## src/rtl/fast_serial_cmd_bridge_pkg.sv

```systemverilog
// Shared constants and parser state type for the fast-serial command bridge.
// The CSUM state only exists when FAST_SERIAL_CSUM_EN is defined.
package fast_serial_pkg;

    localparam logic [7:0] CMD_WR       = 8'h01;
    localparam logic [7:0] CMD_RD       = 8'h02;
    localparam logic [7:0] RSP_WR_OK    = 8'h81;
    localparam logic [7:0] RSP_RD_OK    = 8'h82;
    localparam logic [7:0] RSP_ERR      = 8'hEE;
    localparam logic [7:0] RSP_CSUM_ERR = 8'hEC;

`ifdef FAST_SERIAL_CSUM_EN
    typedef enum logic [2:0] {ST_IDLE, ST_ADDR, ST_WDATA, ST_CSUM, ST_RESP} parse_state_t;
`else
    typedef enum logic [2:0] {ST_IDLE, ST_ADDR, ST_WDATA, ST_RESP} parse_state_t;
`endif

endpackage

```

## src/rtl/fast_serial_cmd_bridge_if.sv

```systemverilog
// Inbound and outbound byte-stream handshakes of the bridge.
// The master is the host side; the slave is the bridge itself.
interface fast_serial_cmd_bridge_if;

    logic       in_bytes_stream_valid;
    logic       in_bytes_stream_ready;
    logic [7:0] in_bytes_stream_data;
    logic       out_bytes_stream_valid;
    logic       out_bytes_stream_ready;
    logic [7:0] out_bytes_stream_data;

    modport master (
        output in_bytes_stream_valid, in_bytes_stream_data, out_bytes_stream_ready,
        input  in_bytes_stream_ready, out_bytes_stream_valid, out_bytes_stream_data
    );

    modport slave (
        input  in_bytes_stream_valid, in_bytes_stream_data, out_bytes_stream_ready,
        output in_bytes_stream_ready, out_bytes_stream_valid, out_bytes_stream_data
    );

endinterface

```

## src/rtl/fast_serial_cmd_bridge_resp_tx.sv

```systemverilog
// Response serializer: loads a header, optional data and (with FAST_SERIAL_CSUM_EN)
// a trailing XOR byte, then shifts them out under ready/valid.
module fast_serial_resp_tx #(
    parameter int DATA_BYTES = 4
) (
    input  logic                    clk,
    input  logic                    rst,
    input  logic                    load,
    input  logic [7:0]              hdr,
    input  logic [8*DATA_BYTES-1:0] data,
    input  logic                    with_data,
    output logic                    valid,
    input  logic                    ready,
    output logic [7:0]              out_data,
    output logic                    done
);

`ifdef FAST_SERIAL_CSUM_EN
    localparam int NB = DATA_BYTES + 2;
`else
    localparam int NB = DATA_BYTES + 1;
`endif
    localparam int CW = $clog2(NB + 1);

    logic [7:0]    bytes_q [NB];
    logic [7:0]    ld      [NB];
    logic [CW-1:0] cnt_q;
    logic [CW-1:0] ld_len;
    logic          accept;
`ifdef FAST_SERIAL_CSUM_EN
    logic [7:0]    csum;
`endif

    // Byte image of the frame as it will leave, header first.
    always_comb begin
        for (int i = 0; i < NB; i++) ld[i] = 8'h00;
        ld[0]  = hdr;
        ld_len = CW'(1);
        if (with_data) begin
            for (int k = 0; k < DATA_BYTES; k++) ld[1+k] = data[8*(DATA_BYTES-1-k) +: 8];
            ld_len = CW'(DATA_BYTES + 1);
        end
`ifdef FAST_SERIAL_CSUM_EN
        csum = hdr;
        if (with_data) begin
            for (int k = 0; k < DATA_BYTES; k++) csum = csum ^ ld[1+k];
            ld[NB-1] = csum;
        end else begin
            ld[1] = csum;
        end
        ld_len = ld_len + CW'(1);
`endif
    end

    assign valid    = (cnt_q != '0);
    assign out_data = bytes_q[0];
    assign accept   = valid && ready;
    assign done     = accept && (cnt_q == CW'(1));

    always_ff @(posedge clk or posedge rst) begin
        if (rst) begin
            cnt_q <= '0;
            for (int i = 0; i < NB; i++) bytes_q[i] <= 8'h00;
        end else if (load) begin
            cnt_q   <= ld_len;
            bytes_q <= ld;
        end else if (accept) begin
            cnt_q <= cnt_q - CW'(1);
            for (int i = 0; i < NB - 1; i++) bytes_q[i] <= bytes_q[i+1];
            bytes_q[NB-1] <= 8'h00;
        end
    end

endmodule

```

## src/rtl/fast_serial_cmd_bridge.sv

```systemverilog
// Framed write/read command parser over a register bank with inter-byte timeout.
// Define FAST_SERIAL_CSUM_EN to add XOR checksums to inbound and outbound frames.
module fast_serial_cmd_bridge
    import fast_serial_pkg::*;
#(
    parameter int DATA_BYTES     = 4,
    parameter int NUM_REGS       = 8,
    parameter int GPIO_W         = 8,
    parameter int TIMEOUT_CYCLES = 1000000
) (
    input  logic                             clk_clk,
    input  logic                             reset_reset,
    fast_serial_cmd_bridge_if.slave          bus,
    output logic [GPIO_W-1:0]                led_gpio_led,
    output logic [NUM_REGS*DATA_BYTES*8-1:0] regs_flat,
    output logic                             frame_err
);

    localparam int DW = 8 * DATA_BYTES;
    localparam int AW = (NUM_REGS > 1) ? $clog2(NUM_REGS) : 1;

    parse_state_t  state_q, state_n;
    logic          is_wr_q;
    logic [7:0]    addr_q;
    logic [7:0]    bcnt_q;
    logic [DW-1:0] wdata_q;
    logic [31:0]   tcnt_q;
    logic [DW-1:0] regs [NUM_REGS];
`ifdef FAST_SERIAL_CSUM_EN
    logic [7:0]    csum_q;
`endif

    logic          accept, mid, expire, finish, addr_ok;
    logic          load, with_data, do_write, err_n, tx_done;
    logic [7:0]    in_byte, hdr, fin_addr;
    logic [DW-1:0] wshift, fin_wdata, rdata;

    assign in_byte                   = bus.in_bytes_stream_data;
    assign bus.in_bytes_stream_ready = !reset_reset && (state_q != ST_RESP);
    assign accept                    = bus.in_bytes_stream_valid && bus.in_bytes_stream_ready;
`ifdef FAST_SERIAL_CSUM_EN
    assign mid = (state_q == ST_ADDR) || (state_q == ST_WDATA) || (state_q == ST_CSUM);
`else
    assign mid = (state_q == ST_ADDR) || (state_q == ST_WDATA);
`endif
    assign expire = (TIMEOUT_CYCLES != 0) && mid && (tcnt_q == 32'(TIMEOUT_CYCLES - 1));

    always_comb begin
        wshift      = wdata_q << 8;
        wshift[7:0] = in_byte;
    end

    // The last frame byte may be the address or data byte arriving this cycle.
    assign fin_addr  = (state_q == ST_ADDR) ? in_byte : addr_q;
    assign fin_wdata = (state_q == ST_WDATA) ? wshift : wdata_q;
    assign addr_ok   = ({1'b0, fin_addr} < 9'(NUM_REGS));
    assign rdata     = regs[fin_addr[AW-1:0]];

    always_comb begin
        state_n   = state_q;
        load      = 1'b0;
        hdr       = RSP_ERR;
        with_data = 1'b0;
        do_write  = 1'b0;
        err_n     = 1'b0;
        finish    = 1'b0;
        case (state_q)
            ST_IDLE: if (accept) begin
                if (in_byte == CMD_WR || in_byte == CMD_RD) begin
                    state_n = ST_ADDR;
                end else begin
                    load    = 1'b1;
                    err_n   = 1'b1;
                    state_n = ST_RESP;
                end
            end
            ST_ADDR: if (accept) begin
                if (is_wr_q) begin
                    state_n = ST_WDATA;
                end else begin
`ifdef FAST_SERIAL_CSUM_EN
                    state_n = ST_CSUM;
`else
                    finish = 1'b1;
`endif
                end
            end
            ST_WDATA: if (accept && bcnt_q == 8'(DATA_BYTES - 1)) begin
`ifdef FAST_SERIAL_CSUM_EN
                state_n = ST_CSUM;
`else
                finish = 1'b1;
`endif
            end
`ifdef FAST_SERIAL_CSUM_EN
            ST_CSUM: if (accept) begin
                if (in_byte != csum_q) begin
                    load    = 1'b1;
                    hdr     = RSP_CSUM_ERR;
                    err_n   = 1'b1;
                    state_n = ST_RESP;
                end else begin
                    finish = 1'b1;
                end
            end
`endif
            ST_RESP: if (tx_done) state_n = ST_IDLE;
            default: state_n = ST_IDLE;
        endcase
        if (finish) begin
            load    = 1'b1;
            state_n = ST_RESP;
            if (!addr_ok) begin
                err_n = 1'b1;
            end else if (is_wr_q) begin
                hdr      = RSP_WR_OK;
                do_write = 1'b1;
            end else begin
                hdr       = RSP_RD_OK;
                with_data = 1'b1;
            end
        end
        if (!accept && expire) begin
            state_n = ST_IDLE;
            err_n   = 1'b1;
        end
    end

    always_ff @(posedge clk_clk or posedge reset_reset) begin
        if (reset_reset) begin
            state_q   <= ST_IDLE;
            is_wr_q   <= 1'b0;
            addr_q    <= 8'h00;
            bcnt_q    <= 8'h00;
            wdata_q   <= '0;
            tcnt_q    <= 32'd0;
            frame_err <= 1'b0;
`ifdef FAST_SERIAL_CSUM_EN
            csum_q    <= 8'h00;
`endif
        end else begin
            state_q   <= state_n;
            frame_err <= err_n;
            if (accept) begin
                tcnt_q <= 32'd0;
`ifdef FAST_SERIAL_CSUM_EN
                csum_q <= (state_q == ST_IDLE) ? in_byte : (csum_q ^ in_byte);
`endif
                case (state_q)
                    ST_IDLE:  is_wr_q <= (in_byte == CMD_WR);
                    ST_ADDR: begin
                        addr_q <= in_byte;
                        bcnt_q <= 8'h00;
                    end
                    ST_WDATA: begin
                        wdata_q <= wshift;
                        bcnt_q  <= bcnt_q + 8'd1;
                    end
                    default: ;
                endcase
            end else if (mid) begin
                tcnt_q <= tcnt_q + 32'd1;
            end else begin
                tcnt_q <= 32'd0;
            end
        end
    end

    always_ff @(posedge clk_clk or posedge reset_reset) begin
        if (reset_reset) begin
            for (int i = 0; i < NUM_REGS; i++) regs[i] <= '0;
        end else if (do_write) begin
            regs[fin_addr[AW-1:0]] <= fin_wdata;
        end
    end

    for (genvar g = 0; g < NUM_REGS; g++) begin : g_flat
        assign regs_flat[g*DW +: DW] = regs[g];
    end
    assign led_gpio_led = regs[0][GPIO_W-1:0];

    fast_serial_resp_tx #(.DATA_BYTES(DATA_BYTES)) u_resp_tx (
        .clk       (clk_clk),
        .rst       (reset_reset),
        .load      (load),
        .hdr       (hdr),
        .data      (rdata),
        .with_data (with_data),
        .valid     (bus.out_bytes_stream_valid),
        .ready     (bus.out_bytes_stream_ready),
        .out_data  (bus.out_bytes_stream_data),
        .done      (tx_done)
    );

endmodule

```

## src/flat_wrapper.sv

```systemverilog
// flat-port wrapper written by rule: the top's interface ports become plain ports
module fast_serial_cmd_bridge_flat import fast_serial_pkg::*;
#(
    parameter int DATA_BYTES     = 4,
    parameter int NUM_REGS       = 8,
    parameter int GPIO_W         = 8,
    parameter int TIMEOUT_CYCLES = 1000000
)
  (clk_clk, reset_reset, led_gpio_led, regs_flat, frame_err, bus_in_bytes_stream_valid, bus_in_bytes_stream_data, bus_out_bytes_stream_ready, bus_in_bytes_stream_ready, bus_out_bytes_stream_valid, bus_out_bytes_stream_data);
  fast_serial_cmd_bridge_if bus_i ();
  input  logic clk_clk;
  input  logic reset_reset;
  output logic [GPIO_W-1:0] led_gpio_led;
  output logic [NUM_REGS*DATA_BYTES*8-1:0] regs_flat;
  output logic frame_err;
  input wire logic [$bits(bus_i.in_bytes_stream_valid)-1:0] bus_in_bytes_stream_valid;
  input wire logic [$bits(bus_i.in_bytes_stream_data)-1:0] bus_in_bytes_stream_data;
  input wire logic [$bits(bus_i.out_bytes_stream_ready)-1:0] bus_out_bytes_stream_ready;
  output wire logic [$bits(bus_i.in_bytes_stream_ready)-1:0] bus_in_bytes_stream_ready;
  output wire logic [$bits(bus_i.out_bytes_stream_valid)-1:0] bus_out_bytes_stream_valid;
  output wire logic [$bits(bus_i.out_bytes_stream_data)-1:0] bus_out_bytes_stream_data;
  assign bus_i.in_bytes_stream_valid = bus_in_bytes_stream_valid;
  assign bus_i.in_bytes_stream_data = bus_in_bytes_stream_data;
  assign bus_i.out_bytes_stream_ready = bus_out_bytes_stream_ready;
  assign bus_in_bytes_stream_ready = bus_i.in_bytes_stream_ready;
  assign bus_out_bytes_stream_valid = bus_i.out_bytes_stream_valid;
  assign bus_out_bytes_stream_data = bus_i.out_bytes_stream_data;
  fast_serial_cmd_bridge #(.DATA_BYTES(DATA_BYTES), .NUM_REGS(NUM_REGS), .GPIO_W(GPIO_W), .TIMEOUT_CYCLES(TIMEOUT_CYCLES)) u_core (.clk_clk(clk_clk), .reset_reset(reset_reset), .bus(bus_i), .led_gpio_led(led_gpio_led), .regs_flat(regs_flat), .frame_err(frame_err));
endmodule
```

## config.mk

```make
export PLATFORM = sky130hd
export DESIGN_NAME = fast_serial_cmd_bridge_flat
export DESIGN_NICKNAME = d
export VERILOG_FILES = /design/src/rtl/fast_serial_cmd_bridge_pkg.sv /design/src/rtl/fast_serial_cmd_bridge_if.sv /design/src/rtl/fast_serial_cmd_bridge_resp_tx.sv /design/src/rtl/fast_serial_cmd_bridge.sv /design/src/flat_wrapper.sv
export SDC_FILE = /design/constraint.sdc
export NUM_CORES = 1
export LEC_CHECK = 0
export ABC_AREA = 1
export CAP_MARGIN = 20
export CORE_UTILIZATION = 54
export DETAILED_ROUTE_END_ITERATION = 7
export HOLD_SLACK_MARGIN = 0.03
export PLACE_DENSITY_LB_ADDON = 0.1
export SYNTH_ARGS = -nofsm -noshare
export SYNTH_HDL_FRONTEND = slang
export SYNTH_SLANG_ARGS = --single-unit
export TNS_END_PERCENT = 20
```

## constraint.sdc

```tcl
create_clock -name clk_clk -period 17.3 [get_ports clk_clk]
set_input_delay 3.46 -clock clk_clk [delete_from_list [all_inputs] [get_ports clk_clk]]
set_output_delay 3.46 -clock clk_clk [all_outputs]
set_load 0.01 [all_outputs]
```

==> results of run 1 <==
==> metal layers <==
layer	track usage, %	up-vias
met5	0	-
li1	-	7497
met3	4.567	106
met4	11.60	0
met1	44.14	7710
met2	50.21	645
==> cells in the mapped netlist <==
cell type    n  share of area [%]
o21a_1       3               0.13
o21ai_4      1              0.092
a31oi_1      2              0.070
buf_2       80                2.3
nor2_2       6               0.21
nor3b_1      4               0.17
or2_2        1              0.035
nor3_1      33               0.93
nand4_4      8               0.96
xnor2_1      2              0.099
nor2_4       1              0.063
inv_1      135                2.9
nand4_1     37                1.3
nor2_8       1               0.11
o21ai_2      2              0.099
o31ai_1      1              0.042
nor4_1       4               0.14
o211ai_1    24                1.0
xor2_1       6               0.30
nand2_1    730                 15
o21ai_1    271                7.6
a21oi_1     15               0.42
nand3_1    161                4.5
a22o_1       1              0.049
o221a_2      1              0.063
o21ai_0     96                2.7
clkbuf_1    31               0.66
ha_1        10               0.70
buf_4       20               0.85
dfrtp_1    383                 54
inv_2        4              0.085
buf_1        1              0.021
buf_6        2               0.13
nand3_2      3               0.17
nand2_2      3               0.11
nor2_1      67                1.4
a21boi_0     3               0.13
==> registers in the layout, indices dropped and copies added, names as in the netlist, 3 cells and up <==
signal	flops
u_core.regs_flat	248
u_core.tcnt_q	32
u_core.u_resp_tx.bytes_q	32
u_core.wdata_q	32
u_core.addr_q	8
u_core.bcnt_q	8
u_core.led_gpio_led	8
u_core.u_resp_tx.out_data	8
u_core.u_resp_tx.cnt_q	3
==> metrics by stage <==
step                area (um^2)  setup slack, ns
floorplan                 17750            3.198
global placement          20640            9.128
detailed placement        20660            9.125
CTS                       22020            9.125
global route              22080            9.066
finish                    22080            9.137
==> worst max-delay path: cells and delay by family <==
family        cells  cell delay (ns)
simple gates      1             0.16
buf+inv           2             1.07
==> cell families (layout without fill, tap and decap cells) <==
group	Yosys count	after routing	synth area share (%)
simple gates	1059	1059	25.60
compound gates	420	420	12.46
flops	383	383	54.00
buf+inv	273	518	6.845
fa+ha+maj	10	10	0.7050
xor+xnor	8	8	0.3948
==> path summary, 6_finish.rpt <==
kind	end	slack, ns	depth (start not counted)
hold reg to reg	u_core.tcnt_q[0]$_DFF_PP0_	0.48	1
setup / recovery	bus_in_bytes_stream_ready	9.14	3
min in group asynchronous	u_core.tcnt_q[15]$_DFF_PP0_	3.57	2
setup reg to reg	u_core.regs_flat[37]$_DFFE_PP0P_	12.48	10
max in group asynchronous	u_core.regs_flat[142]$_DFFE_PP0P_	11.41	4
hold / removal	u_core.tcnt_q[0]$_DFF_PP0_	0.48	1
==> final cells by class <==
class	instances	area (um^2)	share of cell area (%)
flip-flops and latches	383	9584	43.40
well taps	442	553.0	2.504
clock buffers	63	1261	5.711
inverters	139	531.8	2.408
clock inverters	10	103.9	0.4703
multi-input cells	1497	6974	31.58
repair buffers	306	3075	13.93
==> power by group through the flow <==
stage / logic (mW) / clock network [mW] / registers, mW
final: 0.908 / 0.884 / 1.01
after global routing: 0.991 / 0.932 / 1.01
after CTS: 0.898 / 0.891 / 1.00
after detailed placement: 0.894 / 0 / 1.02
after global placement: 0.880 / 0 / 1.02
after floorplan: 0.611 / 0 / 1.01
==> reports/results.tsv, run 1 <==
metric	value	unit
Reg power frac	35.9	%
Slew Viols, Final	0	
Detail Route Antenna Nets	0	
P&R area growth vs syn	24.43	%
vias in the first global route	14780	
Synth cell types	37	
crit-path max FO	2	
RSZ-0062 raised after global routing	no	
LEAKAGE	9.137	nW
Clock Power Share	31.6	%
worst min-delay path class	reg2reg	
H-Tree Level Count	2	
remaining global-route overflow	0	
antenna violations before repair	0	
#FFs+latches synth	383	
TritonCTS Buffers	41	
Metal-1 WL	22330	um
vias post-DR	15960	
GRT Util Overall	31.55	%
clk_skew	0.01182	ns
worst vdd ir	0.00009275	V
largest net degree at the start of global routing	193	
Rows	66	
Worst path max stage delay	0.55	ns
initial drt markers	1474	
WL final	52480	um
Worst setup EP type	output port	
non-filler cells, final	2840	
top sig layer	met4	
fin crit period	8.163	ns
Internal Power	1.712	mW
DR DRC count	0	
Initial DRT Pass Iterations	5	
Die Y	183.3	um
fin util	68.05	%
commonest non-fill, non-tap cell in the layout	nand2_1	
Root Buffer	clkbuf_16	
Initial Utilization	54.69	%
CTS tree	done	
Max Cap Viol	0	
Logic pwr share	32.5	%
WP data required	13.84	ns
latest clock arrival within the worst-skew pair	0.53	ns
Setup violations, final	0	
post-cts resize count	0	
Sink Count	383	
power per cell area	126.7	nW/um^2
IO buf count	286	
Pwr Total	2.797	mW
HPWL after DPL	34830	um
Startpoint Class	primary input	
wire length per cell	18.48	um
dpl cells	2764	
Die W	183.3	um
Fmax achieved	122.5	MHz
mean area per synthesized cell	8.244	um^2
post-synthesis cell area	17750	um^2
Yosys warnings	0	
Worst-Margin Slew	1.079	ns
Setup TNS	0	ns
worst r2r src	u_core.state_q[1]$_DFFE_PP0P_	
crit share post-route	47.18	%
Seq/Total Area, Yosys	54.00	%
clock slew at reported path FFs	0.05	ns
Hold Path Origin	u_core.tcnt_q[0]$_DFF_PP0_	
first-pass GRT wire length	82430	um
GP Congestion	0.8777	
Nets	2390	
# diodes	0	
Final Hold Violating Endpoints	0	
critical path cell sequence	clkdlybuf4s50_1 > nor2_2 > clkdlybuf4s50_1	
hold buffers post-CTS	0	
switching share of power	38.81	%
status	finished clean	
Worst Hold Slack	0.4792	ns
Critical Path Start	reset_reset	
Worst EP arrival	4.70	ns
Ports	287	
most frequent cells in the layout	730 x nand2_1, 383 x dfrtp_1, 286 x clkdlybuf4s50_1	
critical path class	in2out	
slowest cell on the critical path	clkdlybuf4s50_1	
sw power	1.086	mW
core area	32450	um^2
CP dominant cell by count	clkdlybuf4s50_1	
share of layout cells above drive strength 1	4.962	%
relative slew slack	28.06	%
total die area	33600	um^2
vias per cell	5.619	
fillers	2626	
met3 WL	3749	um
Syn Inst Count	2153	
post-CTS setup repair buffer count	0	
Max Root-Sink Buffers	3	
Net Count, Synth	2175	
WL met2	24790	um
No activity file was read; power rests on OpenSTA's default activity.
==> inputs of run 2 (changes only) <==
Settings changed: CORE_UTILIZATION 54 to 49.
Clock period 17.3 ns to 7.25 ns, I/O delays scaled along.
==> reports/results.tsv, run 2 (synthesis gave the netlist of run 1 again) <==
metric	value	unit	change
commonest non-fill, non-tap cell in the layout	nand2_1		unchanged
largest net degree at the start of global routing	81		was 193
Die W	192.3	um	was 183.3 um
RSZ-0062 raised after global routing	no		unchanged
Sink Count	383		unchanged
vias in the first global route	14740		was 14780
Clock Power Share	30.6	%	was 31.6%
vias post-DR	15860		was 15960
Initial DRT Pass Iterations	5		unchanged
fin util	62.06	%	was 68.05%
Hold Path Origin	u_core.tcnt_q[0]$_DFF_PP0_		unchanged
relative slew slack	39.86	%	was 28.06%
most frequent cells in the layout	730 x nand2_1, 383 x dfrtp_1, 286 x clkdlybuf4s50_1		unchanged
first-pass GRT wire length	84010	um	was 82430 um
clk_skew	0.01582	ns	was 0.01182 ns
# diodes	0		unchanged
worst min-delay path class	reg2reg		unchanged
Max Cap Viol	0		unchanged
Critical Path Start	bus_in_bytes_stream_data[0]		was reset_reset
Root Buffer	clkbuf_16		unchanged
post-CTS setup repair buffer count	0		unchanged
Internal Power	4.015	mW	was 1.712 mW
Startpoint Class	primary input		unchanged
antenna violations before repair	1		was 0
Initial Utilization	49.90	%	was 54.69%
latest clock arrival within the worst-skew pair	0.53	ns	about the same
Worst setup EP type	register		was output port
Worst EP arrival	4.70	ns	about the same
initial drt markers	1362		was 1474
power per cell area	299.4	nW/um^2	was 126.7 nW/um^2
GRT Util Overall	29.61	%	was 31.55%
status	finished clean		unchanged
Fmax achieved	235.3	MHz	
Die Y	192.3	um	was 183.3 um
vias per cell	5.544		was 5.619
Slew Viols, Final	0		unchanged
Reg power frac	36.4	%	was 35.9%
crit share post-route	58.61	%	
Worst Hold Slack	0.4645	ns	was 0.4792 ns
non-filler cells, final	2860		was 2840
critical path class	in2reg		was in2out
WL final	54260	um	was 52480 um
Rows	69		was 66
Ports	287		unchanged
crit-path max FO	75		was 2
sw power	2.595	mW	was 1.086 mW
switching share of power	39.25	%	was 38.81%
hold buffers post-CTS	0		unchanged
CTS tree	done		unchanged
Worst-Margin Slew	0.8926	ns	was 1.079 ns
fin crit period	4.249	ns	
Logic pwr share	33.0	%	was 32.5%
M3 GR Usage	4.255	%	was 4.567%
GP Congestion	0.8391		was 0.8777
Max Root-Sink Buffers	3		unchanged
LEAKAGE	9.113	nW	was 9.137 nW
Detail Route Antenna Nets	0		unchanged
met1 Usage GRT	42.92	%	was 44.14%
global routing usage on met2	45.77	%	was 50.21%
Setup TNS	0	ns	unchanged
Final Hold Violating Endpoints	0		unchanged
remaining global-route overflow	0		unchanged
IO buf count	286		unchanged
max reg flops	248		unchanged
HPWL after DPL	36420	um	was 34830 um
core area	35570	um^2	was 32450 um^2
clock slew at reported path FFs	0.06	ns	was 0.05 ns
worst r2r src	u_core.state_q[1]$_DFFE_PP0P_		unchanged
TritonCTS Buffers	41		unchanged
H-Tree Level Count	2		unchanged
hold depth	1		unchanged
wire length per cell	18.97	um	was 18.48 um
total die area	36990	um^2	was 33600 um^2
Nets	2396		was 2390
P&R area growth vs syn	24.38	%	was 24.43%
dpl cells	2787		was 2764
share of layout cells above drive strength 1	4.877	%	was 4.962%
cell count of the worst reg-to-reg path	12		was 10
post-cts resize count	0		unchanged
DR DRC count	0		unchanged
busiest grt layer	met2		unchanged
worst vdd ir	0.0002244	V	was 0.00009275 V
WP data required	7.70	ns	was 13.84 ns
Setup violations, final	0		unchanged
==> run 2: area by class of cell <==
| class | count | area [um^2] |
|---|---|---|
| Inverter | 139 | 528.0 |
| Sequential cell | 383 | 9584 |
| Timing Repair Buffer | 312 | 3153 |
| Fill cell | 3115 | 13490 |
| Clock buffer | 57 | 1126 |
| Clock inverter | 11 | 132.6 |
| Multi-Input combinational cell | 1497 | 6974 |
| Tap cell | 461 | 576.8 |
==> run 2: final timing paths <==
check | end | slack, ns
setup / recovery | u_core.u_resp_tx.bytes_q[31]$_DFFE_PP0P_ | 3.00
hold / removal | u_core.tcnt_q[0]$_DFF_PP0_ | 0.46
setup reg to reg | u_core.u_resp_tx.bytes_q[31]$_DFFE_PP0P_ | 3.14
hold reg to reg | u_core.tcnt_q[0]$_DFF_PP0_ | 0.46
max in group asynchronous | u_core.regs_flat[81]$_DFFE_PP0P_ | 4.11
min in group asynchronous | u_core.tcnt_q[2]$_DFF_PP0_ | 1.41
==> run 2: metal layers <==
layer / share of wire [%] / wire length, um
met5: 0 / 0
met4: 2.8 / 1529
met3: 7.2 / 3887
met2: 46 / 24890
met1: 44 / 23950
==> run 2: critical path, stage by stage <==
cell,delay [ns]
clkdlybuf4s50_1,0.47
inv_1,0.16
o21ai_4,0.06
buf_4,0.33
inv_4,0.58
buf_4,0.74
nor2_1,0.08
o21ai_0,0.36
o21ai_1,0.19
a21oi_1,0.14
==> run 2: power by group through the flow <==
stage | clock [mW] | sequential, mW | combinational [mW]
2_1_floorplan | 0 | 2.41 | 1.46
3_3_place_gp | 0 | 2.43 | 2.10
3_5_place_dp | 0 | 2.44 | 2.13
4_1_cts | 2.05 | 2.40 | 2.15
5_1_grt | 2.13 | 2.42 | 2.38
6_report | 2.02 | 2.41 | 2.18
==> run 2: through the flow <==
stage               cell area [um^2]  power, mW  setup WS [ns]
floorplan                      17750      3.865         0.6520
global placement               20670      4.537          2.391
detailed placement             20710      4.567          2.322
global route                   22070      6.929          2.847
CTS                            21970      6.593          2.827
finish                         22070      6.610          3.001
==> inputs of run 3 (changes only) <==
Settings changed: CORE_UTILIZATION 49 to 54.
Clock period 7.25 ns to 4.4 ns, I/O delays scaled along.
==> reports/results.tsv, run 3 (synthesis gave the netlist of run 1 again) <==
metric	value	unit	change
status	finished clean		unchanged
Sink Count	383		unchanged
worst min-delay path class	reg2reg		unchanged
CP Buf/Inv Count	4		was 5
dpl cells	2788		was 2787
Initial Utilization	54.69	%	was 49.90%
Pwr Total	11.04	mW	was 6.610 mW
Initial DRT Pass Iterations	5		unchanged
DR DRC count	0		unchanged
fillers	2639		was 3115
CTS tree	done		unchanged
worst vdd ir	0.0005067	V	was 0.0002244 V
Worst path max stage delay	0.65	ns	was 0.74 ns
vias per cell	5.704		was 5.544
crit share post-route	76.64	%	
latest clock arrival within the worst-skew pair	0.54	ns	was 0.53 ns
power per cell area	495.7	nW/um^2	was 299.4 nW/um^2
Root Buffer	clkbuf_16		unchanged
vias in the first global route	15360		was 14740
non-filler cells, final	2861		was 2860
H-Tree Level Count	2		unchanged
fin crit period	3.372	ns	
# diodes	0		unchanged
share of layout cells above drive strength 1	5.788	%	was 4.877%
met1 Usage GRT	45.11	%	was 42.92%
Fmax achieved	296.6	MHz	
RSZ-0062 raised after global routing	no		unchanged
clock slew at reported path FFs	0.06	ns	about the same
WP data required	4.83	ns	was 7.70 ns
Detail Route Antenna Nets	0		unchanged
first-pass GRT wire length	85090	um	was 84010 um
antenna violations before repair	0		was 1
WL final	54000	um	was 54260 um
max reg flops	248		unchanged
relative slew slack	32.86	%	was 39.86%
Startpoint Class	register		was primary input
M3 GR Usage	4.726	%	was 4.255%
CP delay by family, top	buffers and inverters		unchanged
GRT Util Overall	32.59	%	was 29.61%
Rows	66		was 69
Setup violations, final	0		unchanged
largest net degree at the start of global routing	135		was 81
Max Root-Sink Buffers	3		unchanged
remaining global-route overflow	0		unchanged
Worst EP arrival	3.80	ns	was 4.70 ns
total die area	33600	um^2	was 36990 um^2
Max Cap Viol	0		unchanged
CP dominant cell by count	nand2_1		was buf_4
Die W	183.3	um	was 192.3 um
busiest grt layer	met2		unchanged
IO buf count	286		unchanged
critical path class	reg2reg		was in2reg
Setup TNS	0	ns	unchanged
post-CTS setup repair buffer count	0		unchanged
TritonCTS Buffers	41		unchanged
vias post-DR	16320		was 15860
GP Congestion	0.9228		was 0.8391
Die Y	183.3	um	was 192.3 um
Placed Area	20910	um^2	was 20710 um^2
global routing usage on met2	52.15	%	was 45.77%
critical path cell sequence	inv_1 > ha_1 > inv_2 > nand2_1 > o21ai_4 > inv_4 > buf_4 > nand2_1 > nand3_1 > nand4_1 > o211ai_1		was clkdlybuf4s50_1 > inv_1 > o21ai_4 > buf_4 > inv_4 > buf_4 > nor2_1 > o21ai_0 > o21ai_1 > a21oi_1
core area	32450	um^2	was 35570 um^2
area of the multi-input gates	6974	um^2	unchanged
LEAKAGE	9.232	nW	was 9.113 nW
Nets	2412		was 2396
post-route cell area	22260	um^2	was 22070 um^2
initial drt markers	1591		was 1362
crit-path max FO	78		was 75
slowest cell on the critical path	inv_4		was buf_4
post-cts resize count	0		unchanged
most frequent cells in the layout	730 x nand2_1, 383 x dfrtp_1, 286 x clkdlybuf4s50_1		unchanged
Worst-Margin Slew	0.9966	ns	was 0.8926 ns
Ports	287		unchanged
commonest non-fill, non-tap cell in the layout	nand2_1		unchanged
Final Hold Violating Endpoints	0		unchanged
clk_skew	0.02219	ns	was 0.01582 ns
wire length per cell	18.88	um	was 18.97 um
fin util	68.60	%	was 62.06%
Slew Viols, Final	0		unchanged
Worst setup EP type	register		unchanged
hold buffers post-CTS	0		unchanged
HPWL after DPL	36950	um	was 36420 um
FF/Latch Area	9584	um^2	unchanged
P&R area growth vs syn	25.44	%	was 24.38%
==> run 3: cell types whose count changed in the layout (fill, tap and decap cells not counted) <==
cell,delta
buf_4,+14
clkinv_2,-1
clkbuf_8,+8
buf_16,-1
clkinvlp_4,-1
bufinv_16,-1
inv_6,+2
clkbuf_1,-3
buf_12,+3
==> run 3: area by class of cell <==
type	count	area share (%)
flip-flops and latches	383	43.05
multi-input cells	1497	31.33
repair buffers	328	14.78
clock buffers	62	5.502
well taps	442	2.484
inverters	139	2.372
clock inverters	10	0.4833
==> run 3: through the flow <==
stage                     setup WS (ns)  hold slack [ns]
after floorplan                  -1.628           0.4326
after global placement           0.9607           0.4482
after detailed placement         0.8558           0.4654
after CTS                         1.049           0.4811
after global routing             0.8225           0.4919
final                             1.028           0.4714
==> run 3: layer usage <==
layer / wire length [um] / part of all wire, %
met5: 0 / 0
met4: 1985 / 3.7
met3: 4307 / 8.0
met2: 25470 / 47
met1: 22240 / 41
==> run 3: path summary, 6_finish.rpt <==
kind / start / end / slack, ns / cells past startpoint
max: u_core.state_q[1]$_DFFE_PP0P_ / u_core.u_resp_tx.bytes_q[24]$_DFFE_PP0P_ / 1.03 / 11
min: u_core.tcnt_q[0]$_DFF_PP0_ / u_core.tcnt_q[0]$_DFF_PP0_ / 0.47 / 1
max reg2reg: u_core.state_q[1]$_DFFE_PP0P_ / u_core.u_resp_tx.bytes_q[24]$_DFFE_PP0P_ / 1.03 / 11
min reg2reg: u_core.tcnt_q[0]$_DFF_PP0_ / u_core.tcnt_q[0]$_DFF_PP0_ / 0.47 / 1
max in group asynchronous: reset_reset / u_core.regs_flat[139]$_DFFE_PP0P_ / 2.50 / 3
min in group asynchronous: reset_reset / u_core.tcnt_q[16]$_DFF_PP0_ / 0.97 / 2
==> run 3: power breakdown <==
group	internal [mW]	leakage (nW)	switching [mW]
clock	2.03	0.663	1.36
sequential	3.78	5.30	0.169
combinational	0.919	3.27	2.77
